<file path="src/rtl/spi_pkg.sv">
// Shared definitions for the SPI master: FSM state encoding, SPI mode constants
// and a constant-foldable clog2 used to size counters and the select port.
package spi_pkg;

  typedef enum logic [2:0] {
    ST_IDLE  = 3'd0,
    ST_SETUP = 3'd1,
    ST_XFER  = 3'd2,
    ST_HOLD  = 3'd3,
    ST_DONE  = 3'd4
  } spi_state_e;

  // Mode number is {CPOL, CPHA}
  localparam logic [1:0] SPI_MODE0 = 2'b00;
  localparam logic [1:0] SPI_MODE1 = 2'b01;
  localparam logic [1:0] SPI_MODE2 = 2'b10;
  localparam logic [1:0] SPI_MODE3 = 2'b11;

  function automatic int clog2(input int value);
    int r;
    r = 0;
    while ((1 << r) < value) r = r + 1;
    return r;
  endfunction

endpackage

</file>
<file path="src/rtl/spi_sclk_gen.sv">
// SCLK generator: divides iClk into SCLK half-periods while enabled and flags
// the leading, trailing and final edge one cycle ahead of the registered toggle.
module spi_sclk_gen
  import spi_pkg::*;
#(
  parameter int CLK_DIV    = 4,
  parameter int DATA_WIDTH = 10
) (
  input  logic iClk,
  input  logic iRstn,
  input  logic enable,
  input  logic cpol,
  output logic sclk,
  output logic lead_stb,
  output logic trail_stb,
  output logic last_stb
);

  localparam int DIV_W  = clog2(CLK_DIV) + 1;
  localparam int EDGES  = 2 * DATA_WIDTH;
  localparam int EDGE_W = clog2(EDGES) + 1;

  logic [DIV_W-1:0]  r_div;
  logic [EDGE_W-1:0] r_edge;
  logic              r_sclk;
  logic              w_wrap;

  // r_edge holds edges already issued, so the upcoming edge is odd (leading) when it is even
  assign w_wrap    = enable && (r_div == DIV_W'(CLK_DIV - 1));
  assign lead_stb  = w_wrap && !r_edge[0];
  assign trail_stb = w_wrap && r_edge[0];
  assign last_stb  = w_wrap && (r_edge == EDGE_W'(EDGES - 1));
  assign sclk      = r_sclk;

  always_ff @(posedge iClk or negedge iRstn) begin
    if (!iRstn) begin
      r_div  <= '0;
      r_edge <= '0;
      r_sclk <= 1'b0;
    end else if (!enable) begin
      r_div  <= '0;
      r_edge <= '0;
      r_sclk <= cpol;
    end else if (w_wrap) begin
      r_div  <= '0;
      r_edge <= r_edge + 1'b1;
      r_sclk <= ~r_sclk;
    end else begin
      r_div  <= r_div + 1'b1;
    end
  end

endmodule

</file>
<file path="src/rtl/spi_master_multi.sv">
// Handshaked SPI master: one frame per iStart, per-transfer CPOL/CPHA, one of
// NUM_SS active-low selects, all SPI pins driven straight from registers.
module spi_master_multi
  import spi_pkg::*;
#(
  parameter  int DATA_WIDTH = 10,
  parameter  int NUM_SS     = 4,
  parameter  int CLK_DIV    = 4,
  parameter  int CS_SETUP   = 4,
  parameter  int CS_HOLD    = 4,
  localparam int SEL_W      = (clog2(NUM_SS) > 1) ? clog2(NUM_SS) : 1
) (
  input  logic                  iClk,
  input  logic                  iRstn,
  input  logic                  iStart,
  input  logic [SEL_W-1:0]      iSel,
  input  logic                  iCPOL,
  input  logic                  iCPHA,
  input  logic [DATA_WIDTH-1:0] iTx_Data,
  output logic                  oBusy,
  output logic                  oDone,
  output logic [DATA_WIDTH-1:0] oRx_Data,
  output logic                  oSCLK,
  output logic [NUM_SS-1:0]     oSSn,
  output logic                  oMOSI,
  input  logic                  iMISO
);

  localparam int CNT_MAX = (CS_SETUP > CS_HOLD) ? CS_SETUP : CS_HOLD;
  localparam int CNT_W   = clog2(CNT_MAX) + 1;

  spi_state_e            r_state;
  logic [CNT_W-1:0]      r_cnt;
  logic [DATA_WIDTH-1:0] r_tx;
  logic [DATA_WIDTH-1:0] r_rx;
  logic [DATA_WIDTH-1:0] r_rx_data;
  logic [NUM_SS-1:0]     r_ssn;
  logic                  r_cpol;
  logic                  r_cpha;
  logic                  r_mosi;
  logic                  r_busy;
  logic                  r_done;

  logic [1:0] w_mode;
  logic       w_cpha1;
  logic       w_cpol_nxt;
  logic       w_xfer;
  logic       w_lead;
  logic       w_trail;
  logic       w_last;
  logic       w_sample;
  logic       w_shift;
  logic       w_sclk;

  // An out-of-range index leaves every select high, so the frame still completes
  function automatic logic [NUM_SS-1:0] ssn_decode(input logic [SEL_W-1:0] sel);
    logic [NUM_SS-1:0] v;
    v = '1;
    for (int i = 0; i < NUM_SS; i++)
      if (int'(sel) == i) v[i] = 1'b0;
    return v;
  endfunction

  assign w_mode   = {r_cpol, r_cpha};
  assign w_cpha1  = (w_mode == SPI_MODE1) || (w_mode == SPI_MODE3);
  assign w_xfer   = (r_state == ST_XFER);
  assign w_sample = w_cpha1 ? w_trail : w_lead;
  assign w_shift  = w_cpha1 ? w_lead : (w_trail && !w_last);

  // The new CPOL reaches SCLK on the accepting edge, so SETUP entry already idles correctly
  assign w_cpol_nxt = ((r_state == ST_IDLE) && iStart) ? iCPOL : r_cpol;

  spi_sclk_gen #(
    .CLK_DIV   (CLK_DIV),
    .DATA_WIDTH(DATA_WIDTH)
  ) u_sclk_gen (
    .iClk     (iClk),
    .iRstn    (iRstn),
    .enable   (w_xfer),
    .cpol     (w_cpol_nxt),
    .sclk     (w_sclk),
    .lead_stb (w_lead),
    .trail_stb(w_trail),
    .last_stb (w_last)
  );

  always_ff @(posedge iClk or negedge iRstn) begin
    if (!iRstn) begin
      r_state   <= ST_IDLE;
      r_cnt     <= '0;
      r_tx      <= '0;
      r_rx      <= '0;
      r_rx_data <= '0;
      r_ssn     <= '1;
      r_cpol    <= 1'b0;
      r_cpha    <= 1'b0;
      r_mosi    <= 1'b0;
      r_busy    <= 1'b0;
      r_done    <= 1'b0;
    end else begin
      r_done <= 1'b0;
      case (r_state)
        ST_IDLE: begin
          if (iStart) begin
            // CPHA=0 puts the MSB out now, so the shifter is preloaded one bit ahead
            r_tx    <= iCPHA ? iTx_Data : {iTx_Data[DATA_WIDTH-2:0], 1'b0};
            r_mosi  <= iCPHA ? 1'b0 : iTx_Data[DATA_WIDTH-1];
            r_rx    <= '0;
            r_ssn   <= ssn_decode(iSel);
            r_cpol  <= iCPOL;
            r_cpha  <= iCPHA;
            r_busy  <= 1'b1;
            r_cnt   <= '0;
            r_state <= ST_SETUP;
          end
        end
        ST_SETUP: begin
          if (r_cnt == CNT_W'(CS_SETUP - 1)) begin
            r_cnt   <= '0;
            r_state <= ST_XFER;
          end else begin
            r_cnt <= r_cnt + 1'b1;
          end
        end
        ST_XFER: begin
          if (w_sample) r_rx <= {r_rx[DATA_WIDTH-2:0], iMISO};
          if (w_shift) begin
            r_mosi <= r_tx[DATA_WIDTH-1];
            r_tx   <= {r_tx[DATA_WIDTH-2:0], 1'b0};
          end
          if (w_last) r_state <= ST_HOLD;
        end
        ST_HOLD: begin
          if (r_cnt == CNT_W'(CS_HOLD - 1)) begin
            r_cnt   <= '0;
            r_ssn   <= '1;
            r_state <= ST_DONE;
          end else begin
            r_cnt <= r_cnt + 1'b1;
          end
        end
        ST_DONE: begin
          r_done    <= 1'b1;
          r_rx_data <= r_rx;
          r_mosi    <= 1'b0;
          r_busy    <= 1'b0;
          r_state   <= ST_IDLE;
        end
        default: r_state <= ST_IDLE;
      endcase
    end
  end

  assign oBusy    = r_busy;
  assign oDone    = r_done;
  assign oRx_Data = r_rx_data;
  assign oSCLK    = w_sclk;
  assign oSSn     = r_ssn;
  assign oMOSI    = r_mosi;

endmodule

</file>
<file path="config.mk">
export PLATFORM = sky130hd
export DESIGN_NAME = spi_master_multi
export DESIGN_NICKNAME = d
export VERILOG_FILES = /design/src/rtl/spi_pkg.sv /design/src/rtl/spi_sclk_gen.sv /design/src/rtl/spi_master_multi.sv
export SDC_FILE = /design/constraint.sdc
export NUM_CORES = 1
export LEC_CHECK = 0
export CAP_MARGIN = 40
export CORE_ASPECT_RATIO = 1.1
export CORE_MARGIN = 3
export CORE_UTILIZATION = 40
export DETAILED_ROUTE_END_ITERATION = 10
export PLACE_DENSITY = 0.62
export SETUP_SLACK_MARGIN = 0.4
export SKIP_CTS_REPAIR_TIMING = 1
export SYNTH_ARGS = -nofsm -noshare
export SYNTH_HDL_FRONTEND = slang
export SYNTH_HIERARCHICAL = 1
export SYNTH_SLANG_ARGS = --single-unit
</file>
<file path="constraint.sdc">
create_clock -name iClk -period 2.9 [get_ports iClk]
set_clock_uncertainty 0.05 [all_clocks]
set_input_delay 0.725 -clock iClk [delete_from_list [all_inputs] [get_ports iClk]]
set_output_delay 0.725 -clock iClk [all_outputs]
set_load 0.05 [all_outputs]
</file>
==> summary.md <==
| Metric | Value |
|---|---|
| Outcome | finished, final reports clean |
| Mean post-synth cell area | about 10 um^2 |
| Critical-path top delay cell | clkdlybuf4s50_1 |
| M1 WL | between 2000 and 2500 um |
| Diode count | 0 |
| GPL Wtd Cong | roughly 0.72 |
| Gr ovfl total | 0 |
| CP endpoint kind | output pin |
| Total power | between 2 and 3 mW |
| Pwr/cell area | roughly 950 mW/mm^2 |
| Seq/Total Area, Yosys | approximately 52% |
| Final #Nets | slightly above 300 |
| Final Slew Violations | 0 |
| Die Ht | 91.1 um |
| Max rail drop VDD | between 0.4 and 0.5 mV |
| IO Port Bufs | 35 |
| Share of cells above drive strength 1 | between 10% and 20% |
| Post-Syn Instances | roughly 250 |
| Hold Crit Class | primary input to async pin |
| Post-Route WL | approximately 4800 um |
| Clk sinks | 55 |
| Slew @ Worst Pin | between 500 and 600 ps |
| Top FF cell, synth | dfrtp_1 |
| Vias per inst | ~5.0 |
| Yosys top cell by area | dfrtp_1 |
| Core area | around 0.0063 mm^2 |
| Ports | 36 |
| Post-DP HPWL | 3420 um |
| Netlist cell types | 42 |
| Number of synthesized flops with an enable pin | 0 |
| GRT Util Overall | ~13% |
| Initial Util | approximately 42% |
| Critical path startpoint category | flip-flop |
| Die span in x | roughly 83 um |
| Post-synth ARST share | between 90% and 100% |
| RSZ-0062 raised after global routing | false |
| Filler instances | 573 |
| Setup CP Type | flip-flop to output pin |
| CTS tree | built |
| Initial antenna violation count | 0 |
| WP data arrival | ~1700 ps |
| Largest delay contributor family on the critical path | buffers and inverters |
| Cell Chain, Critical Path | clkdlybuf4s50_1 |
| Max Buffers Root-to-Sink | 2 |
| Buf+Inv Stages, Crit Path | 1 |
| Area growth, synth to finish | 18.7% |
| Critical Path RT | between 2000 and 2500 ps |
| Largest net degree at the start of global routing | 29 |
| Clock insertion delay at the later pin of the skew report | roughly 300 ps |
| First-pass GRT wire length | between 8000 and 9000 um |
| FF+latch count, synth | 55 |
| Final setup TNS | 0 ps |
| Final Cycle Share | between 80% and 90% |
| DRC viols | 0 |
| Routed wl met3 | around 150 um |
| Routed vias | between 1500 and 2000 |
| Slew HR | roughly three fifths |
| Crit-path max cell delay | about 800 ps |
| Synth Warn # | 6 |
| Rows | 30 |
| Area share of the largest cell type after synthesis | 48.4% |
| Reg clk slew, reported paths | 100 ps |
| Drt first pass iters | 4 |
| Antenna-violating nets left | 0 |
| Top Layer Used | met4 |
| Routed len/inst | approximately 13 um |
| Syn Nets | roughly 270 |
| CTS root buf | clkbuf_8 |
| Wire length on met2 | approximately 2300 um |
| Die area | 0.00760 mm^2 |
| Vias in the first global route | 1781 |
| Top post-synthesis cells by area | dfrtp_1 48%, mux2_2 5.1%, mux2i_1 4.6% |
| Num CTS Buffers | 5 |
| Max-cap violation count | 0 |
| Initial DRC count | 85 |
| Mapped cell area | 0.00264 mm^2 |
| H-tree depth | 2 |
| Fin crit period | about 2400 ps |
| Leakage | around 1.4 nW |
| Fmax | 0.413 GHz |
| Max FO, Critical Path | 2 |
| Final hold violations | 0 |
| Final setup fails | 0 |
==> report_power, final <==
| part | switching (mW) | internal [mW] | total (mW) |
|---|---|---|---|
| clock network | 0.245 | 0.261 | 0.506 |
| logic | 0.773 | 0.473 | 1.25 |
| registers | 0.180 | 1.05 | 1.23 |
==> through the flow <==
| step | hold WS, ps | util, % | setup slack, ps | cells | cell area [um^2] |
|---|---|---|---|---|---|
| finish | 264 | 49.9 | 476 | 368 | 3130 |
| floorplan | 356 | - | 426 | 253 | 2650 |
| global placement | 366 | 48.1 | 506 | 360 | 3020 |
| CTS | 263 | 49.9 | 461 | 368 | 3130 |
| detailed placement | 391 | 48.1 | 515 | 360 | 3020 |
| global route | 271 | 49.9 | 430 | 368 | 3130 |
==> cells by family after synthesis <==
family	Yosys count	synth area share, %
muxes	24	9.68
AOI/OAI and AO/OA	44	9.68
buffers and inverters	26	5.98
adders and majority gates	3	1.42
and+or+nand+nor	97	19.5
DFF	55	52.4
xor gates and xnor gates	4	1.33
==> Yosys cell counts, drive strengths merged, types with 2 or more instances <==
master / instances
dfstp: 4
dfrtp: 51
clkbuf: 5
ha: 3
nor2: 18
xnor2: 4
nand2: 31
mux2: 12
nand4: 3
buf: 10
nor3: 6
and2: 3
nand3: 13
and3: 5
inv: 11
o21ai: 22
o31ai: 2
a21oi: 12
nand2b: 6
mux2i: 12
nor3b: 2
nor2b: 5
==> routing by layer <==
metal / track usage [%] / vias up
met5: 0 / -
met4: 4.09 / 0
met3: 3.54 / 5
met2: 21.7 / 19
met1: 17.6 / 874
li1: - / 933
==> path summary, 6_finish.rpt <==
check	startpoint	end	slack, ps	depth (start not counted)
setup / recovery	oSSn[2]	oSSn[2]	480	1
hold / removal	iRstn	r_cnt[2]	260	1
setup reg to reg	u_sclk_gen/r_div[0]	r_tx[0]	590	6
hold reg to reg	u_sclk_gen/r_div[0]	u_sclk_gen/r_div[0]	400	1
max in group asynchronous	iRstn	oSSn[1]	1900	2
min in group iClk	u_sclk_gen/r_div[0]	u_sclk_gen/r_div[0]	400	1
==> registers in the layout (all words and copies together), names as in the netlist <==
signal / cells
oBusy: 1
oDone: 1
oMOSI: 1
oRx_Data: 10
oSSn: 4
r_cnt: 3
r_cpha: 1
r_cpol: 1
r_rx: 10
r_state: 3
r_tx: 10
u_sclk_gen/r_div: 3
u_sclk_gen/r_edge: 6
u_sclk_gen/sclk: 1
==> final cells by class <==
class | instances | area (um^2) | share of cell area [%]
multi-input cells | 172 | 1100 | 35.1
flip-flops and latches | 55 | 1380 | 44.1
inverters | 11 | 41.3 | 1.32
clock buffers | 6 | 72.6 | 2.32
repair buffers | 42 | 398 | 12.7
well taps | 80 | 100 | 3.20
clock inverters | 2 | 38.8 | 1.24
==> layout by cell type (no fill, tap or decap), types with 3 or more instances in the layout <==
cell,count
o21ai_0,22
buf_4,7
inv_1,11
xnor2_1,4
a21oi_1,12
and3_1,4
nor2b_1,4
ha_1,3
nand2_1,31
nand4_1,3
nand3_1,13
and2_1,3
clkbuf_8,5
nand2b_1,6
clkdlybuf4s50_1,34
dfrtp_1,51
mux2i_1,12
mux2_2,12
nor2_1,18
dfstp_2,4
nor3_1,6
Note: power is estimated with default switching activity, not from simulation.
